==> config.mk <==
export PLATFORM = sky130hd
export DESIGN_NAME = nes_mem_arbiter_flat
export DESIGN_NICKNAME = d
export VERILOG_FILES = /design/src/rtl/nes_mem_pkg.sv /design/src/rtl/nes_mem_arbiter_if.sv /design/src/rtl/nes_mem_timeout.sv /design/src/rtl/nes_mem_arbiter.sv /design/src/flat_wrapper.sv
export SDC_FILE = /design/constraint.sdc
export NUM_CORES = 1
export LEC_CHECK = 0
export ABC_AREA = 1
export BUFFER_PORTS_ARGS = -buffer_cell sky130_fd_sc_hd__buf_2
export CORE_UTILIZATION = 45
export CTS_BUF_LIST = sky130_fd_sc_hd__clkbuf_4
export DETAILED_ROUTE_END_ITERATION = 8
export GPL_TIMING_DRIVEN = 0
export PLACE_DENSITY = 0.76
export SLEW_MARGIN = 30
export SYNTH_ARGS = -nofsm -noshare
export SYNTH_HDL_FRONTEND = slang
export SYNTH_SLANG_ARGS = --single-unit
==> constraint.sdc <==
create_clock -name clk -period 2.85 [get_ports clk]
set_clock_uncertainty 0.1 [all_clocks]
set_input_delay 0.57 -clock clk [delete_from_list [all_inputs] [get_ports clk]]
set_output_delay 0.57 -clock clk [all_outputs]
set_load 0.005 [all_outputs]
==> src/rtl/nes_mem_pkg.sv <==
// Shared types and constants for the cartridge memory arbiter.
package nes_mem_pkg;

  localparam int unsigned MEM_AW       = 22;
  localparam logic [7:0]  MEM_ERR_DATA = 8'hFF;

  typedef enum logic [1:0] {
    IDLE = 2'd0,
    BUSY = 2'd1,
    DONE = 2'd2
  } arb_state_t;

  typedef enum logic {
    OWN_CPU = 1'b0,
    OWN_PPU = 1'b1
  } owner_t;

endpackage

==> src/rtl/nes_mem_arbiter_if.sv <==
// CPU/PPU request ports and the shared memory-controller port of the arbiter.
interface nes_mem_arbiter_if;
  import nes_mem_pkg::*;

  logic              cpu_req;
  logic              cpu_we;
  logic [MEM_AW-1:0] cpu_addr;
  logic [7:0]        cpu_wdata;
  logic [7:0]        cpu_rdata;
  logic              cpu_ack;

  logic              ppu_req;
  logic              ppu_we;
  logic [MEM_AW-1:0] ppu_addr;
  logic [7:0]        ppu_wdata;
  logic [7:0]        ppu_rdata;
  logic              ppu_ack;

  logic              mem_req;
  logic              mem_we;
  logic [MEM_AW-1:0] mem_addr;
  logic [7:0]        mem_wdata;
  logic [7:0]        mem_rdata;
  logic              mem_ack;
  logic              mem_err;

  // Arbiter view.
  modport slave (
    input  cpu_req, cpu_we, cpu_addr, cpu_wdata,
    output cpu_rdata, cpu_ack,
    input  ppu_req, ppu_we, ppu_addr, ppu_wdata,
    output ppu_rdata, ppu_ack,
    output mem_req, mem_we, mem_addr, mem_wdata, mem_err,
    input  mem_rdata, mem_ack
  );

  // Requesters and memory controller view.
  modport master (
    output cpu_req, cpu_we, cpu_addr, cpu_wdata,
    input  cpu_rdata, cpu_ack,
    output ppu_req, ppu_we, ppu_addr, ppu_wdata,
    input  ppu_rdata, ppu_ack,
    input  mem_req, mem_we, mem_addr, mem_wdata, mem_err,
    output mem_rdata, mem_ack
  );

endinterface

==> src/rtl/nes_mem_timeout.sv <==
// 6-bit acknowledge watchdog: clears, counts, flags when the count hits TIMEOUT.
module nes_mem_timeout #(
  parameter int unsigned TIMEOUT = 63
) (
  input  logic clk,
  input  logic reset_n,
  input  logic clr,
  input  logic inc,
  output logic expired
);

  logic [5:0] cnt_q;

  always_ff @(posedge clk or negedge reset_n) begin
    if (!reset_n) begin
      cnt_q <= '0;
    end else if (clr) begin
      cnt_q <= '0;
    end else if (inc) begin
      cnt_q <= cnt_q + 6'd1;
    end
  end

  assign expired = (cnt_q == 6'(TIMEOUT));

endmodule

==> src/rtl/nes_mem_arbiter.sv <==
// Serialises PRG (CPU) and CHR (PPU) accesses onto one cartridge memory port;
// PPU has priority, bounded by PPU_RUN_MAX while the CPU is waiting.
module nes_mem_arbiter
  import nes_mem_pkg::*;
#(
  parameter int unsigned PPU_RUN_MAX = 4,
  parameter int unsigned TIMEOUT     = 63
) (
  input logic              clk,
  input logic              reset_n,
  nes_mem_arbiter_if.slave bus
);

  localparam logic [2:0] RUN_MAX = 3'(PPU_RUN_MAX);

  arb_state_t        state_q, state_d;
  owner_t            owner_q, owner_d;
  logic [2:0]        ppu_run_q, ppu_run_d;
  logic              mem_req_q, mem_req_d;
  logic              mem_we_q, mem_we_d;
  logic [MEM_AW-1:0] mem_addr_q, mem_addr_d;
  logic [7:0]        mem_wdata_q, mem_wdata_d;
  logic [7:0]        cpu_rdata_q, cpu_rdata_d;
  logic [7:0]        ppu_rdata_q, ppu_rdata_d;
  logic              cpu_ack_q, cpu_ack_d;
  logic              ppu_ack_q, ppu_ack_d;
  logic              mem_err_q, mem_err_d;
  logic              grant_cpu;
  logic              expired;

  nes_mem_timeout #(
    .TIMEOUT (TIMEOUT)
  ) u_timeout (
    .clk     (clk),
    .reset_n (reset_n),
    .clr     (state_q != BUSY),
    .inc     (state_q == BUSY),
    .expired (expired)
  );

  always_ff @(posedge clk or negedge reset_n) begin
    if (!reset_n) begin
      state_q     <= IDLE;
      owner_q     <= OWN_CPU;
      ppu_run_q   <= '0;
      mem_req_q   <= 1'b0;
      mem_we_q    <= 1'b0;
      mem_addr_q  <= '0;
      mem_wdata_q <= '0;
      cpu_rdata_q <= '0;
      ppu_rdata_q <= '0;
      cpu_ack_q   <= 1'b0;
      ppu_ack_q   <= 1'b0;
      mem_err_q   <= 1'b0;
    end else begin
      state_q     <= state_d;
      owner_q     <= owner_d;
      ppu_run_q   <= ppu_run_d;
      mem_req_q   <= mem_req_d;
      mem_we_q    <= mem_we_d;
      mem_addr_q  <= mem_addr_d;
      mem_wdata_q <= mem_wdata_d;
      cpu_rdata_q <= cpu_rdata_d;
      ppu_rdata_q <= ppu_rdata_d;
      cpu_ack_q   <= cpu_ack_d;
      ppu_ack_q   <= ppu_ack_d;
      mem_err_q   <= mem_err_d;
    end
  end

  always_comb begin
    state_d     = state_q;
    owner_d     = owner_q;
    ppu_run_d   = ppu_run_q;
    mem_req_d   = mem_req_q;
    mem_we_d    = mem_we_q;
    mem_addr_d  = mem_addr_q;
    mem_wdata_d = mem_wdata_q;
    cpu_rdata_d = cpu_rdata_q;
    ppu_rdata_d = ppu_rdata_q;
    cpu_ack_d   = 1'b0;
    ppu_ack_d   = 1'b0;
    mem_err_d   = 1'b0;
    grant_cpu   = bus.cpu_req && (!bus.ppu_req || (ppu_run_q == RUN_MAX));

    unique case (state_q)
      IDLE: begin
        if (bus.cpu_req || bus.ppu_req) begin
          state_d   = BUSY;
          mem_req_d = 1'b1;
          if (grant_cpu) begin
            owner_d     = OWN_CPU;
            mem_we_d    = bus.cpu_we;
            mem_addr_d  = bus.cpu_addr;
            mem_wdata_d = bus.cpu_wdata;
            ppu_run_d   = '0;
          end else begin
            owner_d     = OWN_PPU;
            mem_we_d    = bus.ppu_we;
            mem_addr_d  = bus.ppu_addr;
            mem_wdata_d = bus.ppu_wdata;
            // The run only grows while the CPU is actually being held off.
            if (!bus.cpu_req) begin
              ppu_run_d = '0;
            end else if (ppu_run_q != RUN_MAX) begin
              ppu_run_d = ppu_run_q + 3'd1;
            end
          end
        end
      end

      BUSY: begin
        // A real acknowledge beats a watchdog expiry in the same cycle.
        if (bus.mem_ack) begin
          state_d   = DONE;
          mem_req_d = 1'b0;
          if (owner_q == OWN_CPU) begin
            cpu_ack_d = 1'b1;
            if (!mem_we_q) cpu_rdata_d = bus.mem_rdata;
          end else begin
            ppu_ack_d = 1'b1;
            if (!mem_we_q) ppu_rdata_d = bus.mem_rdata;
          end
        end else if (expired) begin
          state_d   = DONE;
          mem_req_d = 1'b0;
          mem_err_d = 1'b1;
          if (owner_q == OWN_CPU) begin
            cpu_ack_d   = 1'b1;
            cpu_rdata_d = MEM_ERR_DATA;
          end else begin
            ppu_ack_d   = 1'b1;
            ppu_rdata_d = MEM_ERR_DATA;
          end
        end
      end

      DONE: begin
        state_d = IDLE;
      end

      default: begin
        state_d = IDLE;
      end
    endcase
  end

  assign bus.mem_req   = mem_req_q;
  assign bus.mem_we    = mem_we_q;
  assign bus.mem_addr  = mem_addr_q;
  assign bus.mem_wdata = mem_wdata_q;
  assign bus.mem_err   = mem_err_q;
  assign bus.cpu_rdata = cpu_rdata_q;
  assign bus.cpu_ack   = cpu_ack_q;
  assign bus.ppu_rdata = ppu_rdata_q;
  assign bus.ppu_ack   = ppu_ack_q;

endmodule

==> src/flat_wrapper.sv <==
// flat-port wrapper written by rule: the top's interface ports become plain ports
module nes_mem_arbiter_flat import nes_mem_pkg::*;
#(
  parameter int unsigned PPU_RUN_MAX = 4,
  parameter int unsigned TIMEOUT     = 63
)
  (clk, reset_n, bus_cpu_req, bus_cpu_we, bus_cpu_addr, bus_cpu_wdata, bus_cpu_rdata, bus_cpu_ack, bus_ppu_req, bus_ppu_we, bus_ppu_addr, bus_ppu_wdata, bus_ppu_rdata, bus_ppu_ack, bus_mem_req, bus_mem_we, bus_mem_addr, bus_mem_wdata, bus_mem_err, bus_mem_rdata, bus_mem_ack);
  nes_mem_arbiter_if bus_i ();
  input logic clk;
  input logic reset_n;
  input wire logic [$bits(bus_i.cpu_req)-1:0] bus_cpu_req;
  input wire logic [$bits(bus_i.cpu_we)-1:0] bus_cpu_we;
  input wire logic [$bits(bus_i.cpu_addr)-1:0] bus_cpu_addr;
  input wire logic [$bits(bus_i.cpu_wdata)-1:0] bus_cpu_wdata;
  output wire logic [$bits(bus_i.cpu_rdata)-1:0] bus_cpu_rdata;
  output wire logic [$bits(bus_i.cpu_ack)-1:0] bus_cpu_ack;
  input wire logic [$bits(bus_i.ppu_req)-1:0] bus_ppu_req;
  input wire logic [$bits(bus_i.ppu_we)-1:0] bus_ppu_we;
  input wire logic [$bits(bus_i.ppu_addr)-1:0] bus_ppu_addr;
  input wire logic [$bits(bus_i.ppu_wdata)-1:0] bus_ppu_wdata;
  output wire logic [$bits(bus_i.ppu_rdata)-1:0] bus_ppu_rdata;
  output wire logic [$bits(bus_i.ppu_ack)-1:0] bus_ppu_ack;
  output wire logic [$bits(bus_i.mem_req)-1:0] bus_mem_req;
  output wire logic [$bits(bus_i.mem_we)-1:0] bus_mem_we;
  output wire logic [$bits(bus_i.mem_addr)-1:0] bus_mem_addr;
  output wire logic [$bits(bus_i.mem_wdata)-1:0] bus_mem_wdata;
  output wire logic [$bits(bus_i.mem_err)-1:0] bus_mem_err;
  input wire logic [$bits(bus_i.mem_rdata)-1:0] bus_mem_rdata;
  input wire logic [$bits(bus_i.mem_ack)-1:0] bus_mem_ack;
  assign bus_i.cpu_req = bus_cpu_req;
  assign bus_i.cpu_we = bus_cpu_we;
  assign bus_i.cpu_addr = bus_cpu_addr;
  assign bus_i.cpu_wdata = bus_cpu_wdata;
  assign bus_cpu_rdata = bus_i.cpu_rdata;
  assign bus_cpu_ack = bus_i.cpu_ack;
  assign bus_i.ppu_req = bus_ppu_req;
  assign bus_i.ppu_we = bus_ppu_we;
  assign bus_i.ppu_addr = bus_ppu_addr;
  assign bus_i.ppu_wdata = bus_ppu_wdata;
  assign bus_ppu_rdata = bus_i.ppu_rdata;
  assign bus_ppu_ack = bus_i.ppu_ack;
  assign bus_mem_req = bus_i.mem_req;
  assign bus_mem_we = bus_i.mem_we;
  assign bus_mem_addr = bus_i.mem_addr;
  assign bus_mem_wdata = bus_i.mem_wdata;
  assign bus_mem_err = bus_i.mem_err;
  assign bus_i.mem_rdata = bus_mem_rdata;
  assign bus_i.mem_ack = bus_mem_ack;
  nes_mem_arbiter #(.PPU_RUN_MAX(PPU_RUN_MAX), .TIMEOUT(TIMEOUT)) u_core (.clk(clk), .reset_n(reset_n), .bus(bus_i));
endmodule
==> results by group, run 1 <==
Worst setup path
  – Slowest-stage cell, CP: dfrtp_1
  – Max FO, Critical Path: 4
  – Worst setup SP type: flip-flop
  – CP Data Required Time: 2180 ps
  – Critical Path AT: 980 ps
  – Top delay family on crit path: flip-flops
  – Setup CP Type: reg2out
  – Max incr delay on CP: 450 ps
  – Worst setup EP type: output pin
  – Critical-path cell list: buf_2
  – CP Buf/Inv Count: 1

Yosys
  – Top cells by count, synth: nand2_1, dfrtp_1, nor2_1, nand3_1, a31oi_1
  – Number of synthesized flops with an enable pin: 0
  – Cell area after synthesis: 0.00296 sq mm
  – Synth top area cells: dfrtp_1, nand2_1, a31oi_1, nand3_1, nor2_1
  – Register area share after synthesis: 53.3%
  – Mean area per synthesized cell: 8.84 sq um
  – Area share of the largest cell type after synthesis: 53.3%
  – Most used DFF post-synth: dfrtp_1
  – Post-Syn Nets: 413
  – Post-synthesis cell type count: 28
  – Yosys warning total: 0
  – Mapped Cells: 335
  – Fraction of registers with async set/reset: 100%
  – Yosys top cell by area: dfrtp_1
  – Synth Register Bits: 63
  – Count leader, synth: nand2_1

Timing
  – Tmin final: 1650 ps
  – Setup tns final: 0 ps
  – Hold Vio Cnt, Final: 0
  – Worst-Margin Slew: 768 ps
  – Setup violations, final: 0
  – Rel. slew slack: 48.8%
  – Fmax: 604 MHz
  – RSZ-0062 raised after global routing: no
  – Final slew viol count: 0
  – Tcrit/Tclk final: 58.1%

Global routing
  – First-pass GRT wire length: 12.6 mm
  – Initial antenna violation count: 0
  – M2 GR Usage: 37.6%
  – M3 GR Usage: 5.67%
  – GRT overflow: 0
  – Largest net degree at the start of global routing: 64
  – Vias in the first global route: 2701
  – Gr busiest metal: met2
  – Tot GR Track Use: 22.7%
  – Met1 GRT Util: 28.7%

Floorplanning
  – Row Count: 29
  – Die width: 83.1 um
  – # IOs: 126
  – Die Footprint: 0.00691 sq mm
  – Core ar.: 0.00635 sq mm
  – Die Ht: 83.1 um
  – Initial Util: 46.6%

Drt
  – 1st-iter DRT viols: 117
  – Wire per inst: 13.5 um
  – Residual DRC: 0
  – Vias per cell: 5.13
  – Vias: 2829
  – Routed Antenna Nets: 0
  – Drt first pass iters: 4
  – Final WL: 7.43 mm

Outcome
  – Run status: complete, no violations

Power
  – Leak: 1.99 nW
  – Peak supply drop: 0.000467 V
  – Pwr/cell area: 936 mW/mm^2
  – Pwr Total: 3.57 mW

Layout
  – Final nets: 548
  – Layout area overhead: 28.7%
  – Post-route cell area: 0.00381 sq mm
  – Layout cells sized above 1: 35.2%
  – # fillers: 572
  – Antenna Diode Count: 0

Place
  – GPL Wtd Cong: 0.838
  – Dpl hpwl: 5.57 mm
  – Area after DPL: 0.00368 sq mm
  – # port buffers: 124

CTS
  – Clk pin slew, worst setup/hold paths: 100 ps
  – CTS sink count: 63
  – CTS tree: built
  – TritonCTS buffer count: 9
  – Root buf cell: clkbuf_4
  – Clk buf depth: 2
  – Worst-Skew Late Latency: 400 ps
  – Max H-tree Level: 3
  – Setup Fix Bufs, Post-CTS: 0
  – Hold Buf Count CTS: 0
  – Cts repair resizes: 0

Run
  – Total of max-cap violations: 0

Worst hold path
  – Worst Hold Class: in2async
## kinds of logic (layout without fill, tap and decap cells)
group	count (synthesis)	in the layout	share of synthesized area, %
AO/OA/AOI/OAI	45	45	9.68
buffers and inverters	39	179	7.35
AND/OR/NAND/NOR	183	183	27.9
XOR/XNOR	2	2	0.592
adder cells (fa/ha/maj)	3	3	1.27
flip-flops	63	63	53.3
## per-stage QoR
step	setup WS (ps)	util [%]	cells	hold WS, ps
6_report	1200	60.0	552	143
5_1_grt	1060	60.0	552	204
4_1_cts	1180	60.0	552	162
3_5_place_dp	1190	58.0	536	359
3_3_place_gp	929	57.9	536	348
2_1_floorplan	1370	-	335	174
## routing by layer
metal	routed length, um	vias up
li1	-	1400
met1	3190	1299
met2	3610	120
met3	530	10
met4	101	0
met5	0	-
## worst paths after layout
check	startpoint	to	slack (ps)	depth (start not counted)
min in group clk	bus_ppu_addr[18]	u_core.bus.mem_addr[18]	310	3
setup / recovery	u_core.bus.mem_we	bus_mem_we	1200	1
setup reg to reg	u_core.ppu_run_q[0]	u_core.bus.mem_addr[20]	1240	8
hold reg to reg	u_core.bus.ppu_rdata[1]	u_core.bus.ppu_rdata[1]	380	2
hold / removal	reset_n	u_core.bus.cpu_rdata[0]	140	1
max in group asynchronous	reset_n	u_core.bus.mem_addr[14]	2000	1
## final cells by class
class	count	area [sq um]	area share (%)
flip-flops and latches	63	1580	41.4
multi-input cells	233	1170	30.6
repair buffers	124	623	16.3
plain buffers	20	146	3.84
well taps	77	96.3	2.53
clock buffers	11	82.6	2.17
inverters	19	71.3	1.87
clock inverters	5	48.8	1.28
## registers in the layout, summed over array words and instances, names as in the netlist, 2 cells and up
register	flops
u_core.bus.ppu_rdata	8
u_core.state_q	2
u_core.bus.mem_addr	22
u_core.ppu_run_q	3
u_core.bus.mem_wdata	8
u_core.bus.cpu_rdata	8
u_core.u_timeout.cnt_q	6
## placed cells by master (no fill, tap or decap), types with 2 or more instances in the layout
cell	Yosys	layout
clkbuf_1	3	3
xor2_1	2	2
buf_6	6	6
nand4_1	16	16
buf_2	9	132
nor2_2	2	2
nand3_4	2	2
a31oi_1	31	31
nor2_4	2	2
clkinv_2	0	3
buf_4	1	2
nand2_1	88	88
ha_1	3	3
nand3_1	32	32
nor2_1	38	38
o22ai_1	2	2
clkbuf_4	0	11
dfrtp_1	63	63
o21ai_0	3	3
a21oi_1	5	5
inv_1	18	18
## power breakdown
group	total, mW	internal (mW)	switching (mW)
registers	1.52	1.29	0.226
logic	1.45	0.647	0.802
clock network	0.602	0.281	0.321
(Power assumes the default switching activity.)
==> run 2, diff against run 1 <==
==> constraint.sdc (replaced) <==
create_clock -name clk -period 1.7 [get_ports clk]
set_clock_uncertainty 0.1 [all_clocks]
set_input_delay 0.34 -clock clk [delete_from_list [all_inputs] [get_ports clk]]
set_output_delay 0.34 -clock clk [all_outputs]
set_load 0.005 [all_outputs]
==> run 2 against run 1 <==
Global-route usage unchanged. Wire length rose by 2.7%. Register-to-register slack worse by 1100 ps. Final area up 1.7%. Sequential power increased by 68%.
==> results by group, run 2 (synthesis results as in run 1) <==
Worst hold path
  – Worst Hold Path EP: u_core.bus.mem_addr[18]
  – WHS Path Cells: 3
  – Worst hold start: bus_ppu_addr[18]
  – Worst Hold Class: in2reg

Power
  – Leak: 2.02 nW
  – Pwr/cell area: 1550 mW/mm^2
  – Peak supply drop: 0.000718 V

Place
  – Cells after DPL: 536
  – Place WS: 101 ps
  – # port buffers: 124
  – Area after DPL: 0.00368 sq mm
  – Dpl hpwl: 5.57 mm
  – GPL Wtd Cong: 0.838

Worst setup path
  – CP Data Required Time: 1910 ps
  – Setup CP Type: reg2reg
  – FF-to-FF path depth: 7
  – Worst setup SP type: flip-flop
  – Reg-to-Reg Start: u_core.ppu_run_q[0]
  – Worst r2r dst: u_core.bus.mem_wdata[0]
  – Critical Path AT: 1790 ps
  – Max FO, Critical Path: 10
  – Reg2reg setup slack: 120 ps
  – Worst setup EP type: flip-flop

Floorplanning
  – Row Count: 29
  – Die Ht: 83.1 um
  – Die width: 83.1 um
  – Die Footprint: 0.00691 sq mm
  – # IOs: 126
  – Initial Util: 46.6%
  – Core ar.: 0.00635 sq mm

Drt
  – Drt first pass iters: 4
  – 1st-iter DRT viols: 153
  – Vias per cell: 5.12
  – Wire per inst: 13.7 um
  – Routed Antenna Nets: 0
  – Residual DRC: 0
  – Final WL: 7.63 mm
  – Vias: 2858

CTS
  – Clk pin slew, worst setup/hold paths: 110 ps
  – Root buf cell: clkbuf_4
  – Max H-tree Level: 3
  – Worst-Skew Late Latency: 400 ps
  – CTS sink count: 63
  – TritonCTS buffer count: 9
  – Clk buf depth: 2
  – CTS tree: built

Layout
  – Number of flip-flops in the largest register: 22
  – Fin cells: 558
  – Antenna Diode Count: 0
  – Post-route cell area: 0.00387 sq mm
  – Final nets: 554
  – Layout cells sized above 1: 36.0%
  – Layout area overhead: 30.9%
  – Most frequent cells in the layout: buf_2, nand2_1, dfrtp_1
  – Fin util: 61.0%
  – Commonest non-fill, non-tap cell in the layout: buf_2

Timing
  – Tcrit/Tclk final: 92.7%
  – Rel. slew slack: 48.2%
  – Worst-Margin Slew: 777 ps
  – Hold Vio Cnt, Final: 0
  – Tmin final: 1580 ps
  – RSZ-0062 raised after global routing: yes
  – Final slew viol count: 0
  – Fmax: 635 MHz
  – Fin worst setup slack: 124 ps
  – Setup violations, final: 0

Run
  – Total of max-cap violations: 0

Global routing
  – Initial antenna violation count: 0
  – Vias in the first global route: 2701
  – Tot GR Track Use: 22.7%
  – First-pass GRT wire length: 12.6 mm
  – GRT overflow: 0
  – Largest net degree at the start of global routing: 64

Outcome
  – Run status: complete, no violations
-- run 2: layout make-up --
class / count / area [sq um]
fill: 563 / 2470
sequential: 63 / 1580
multi-input combinational: 234 / 1180
timing repair buffer: 129 / 663
buffer: 20 / 156
tap: 77 / 96.3
clock buffer: 11 / 82.6
inverter: 19 / 71.3
clock inverter: 5 / 48.8
-- run 2: critical path, stage by stage (launching register included) --
cell and delay [ps]:
dfrtp_1 400, inv_1 90, ha_1 140, nand2_1 50, nand2_1 160, buf_2 260
nand3_1 90, a31oi_1 190
-- run 2: how the worst max path moves through the flow --
stage / slack, ps / start / cells after the start / to
6_report: 120 / u_core.ppu_run_q[0] / 7 / u_core.bus.mem_wdata[0]
5_1_grt: -20 / u_core.ppu_run_q[0] / 7 / u_core.bus.mem_wdata[7]
4_1_cts: 80 / u_core.ppu_run_q[0] / 8 / u_core.bus.mem_wdata[0]
3_5_place_dp: 100 / u_core.ppu_run_q[0] / 8 / u_core.bus.mem_addr[17]
3_3_place_gp: 9 / reset_n / 1 / u_core.bus.mem_addr[17]
2_1_floorplan: 280 / u_core.u_timeout.cnt_q[0] / 6 / u_core.bus.ppu_rdata[0]
-- run 2: layer usage --
layer	GRT usage [%]	share of wire, %	vias to the layer above	routed length (um)
met4	8.46	1.3	0	101
li1	-	-	1414	-
met3	5.67	8.1	9	615
met5	0	0	-	0
met1	28.7	42	1302	3180
met2	37.6	49	133	3730
-- run 2: power by group --
group / switching [mW] / internal (mW)
Sequential: 0.383 / 2.16
Clock: 0.542 / 0.471
Combinational: 1.36 / 1.10
-- run 2: metrics by stage --
step           hold WS, ps  setup TNS [ps]  total power [mW]
3_3_place_gp           348               0              4.97
6_report              75.2               0              6.01
3_5_place_dp           359               0              5.03
5_1_grt               61.0           -92.0              6.46
4_1_cts               61.5               0              6.03
2_1_floorplan        -55.6               0              3.97
-- run 2: repair_timing --
item | CTS | global route
endpoints found under the setup margin | 0 | 46
hold endpoints to repair | 63 | 0
setup buffers | 0 | 4
resized for setup | 0 | 5
hold buffers | 1 | 0
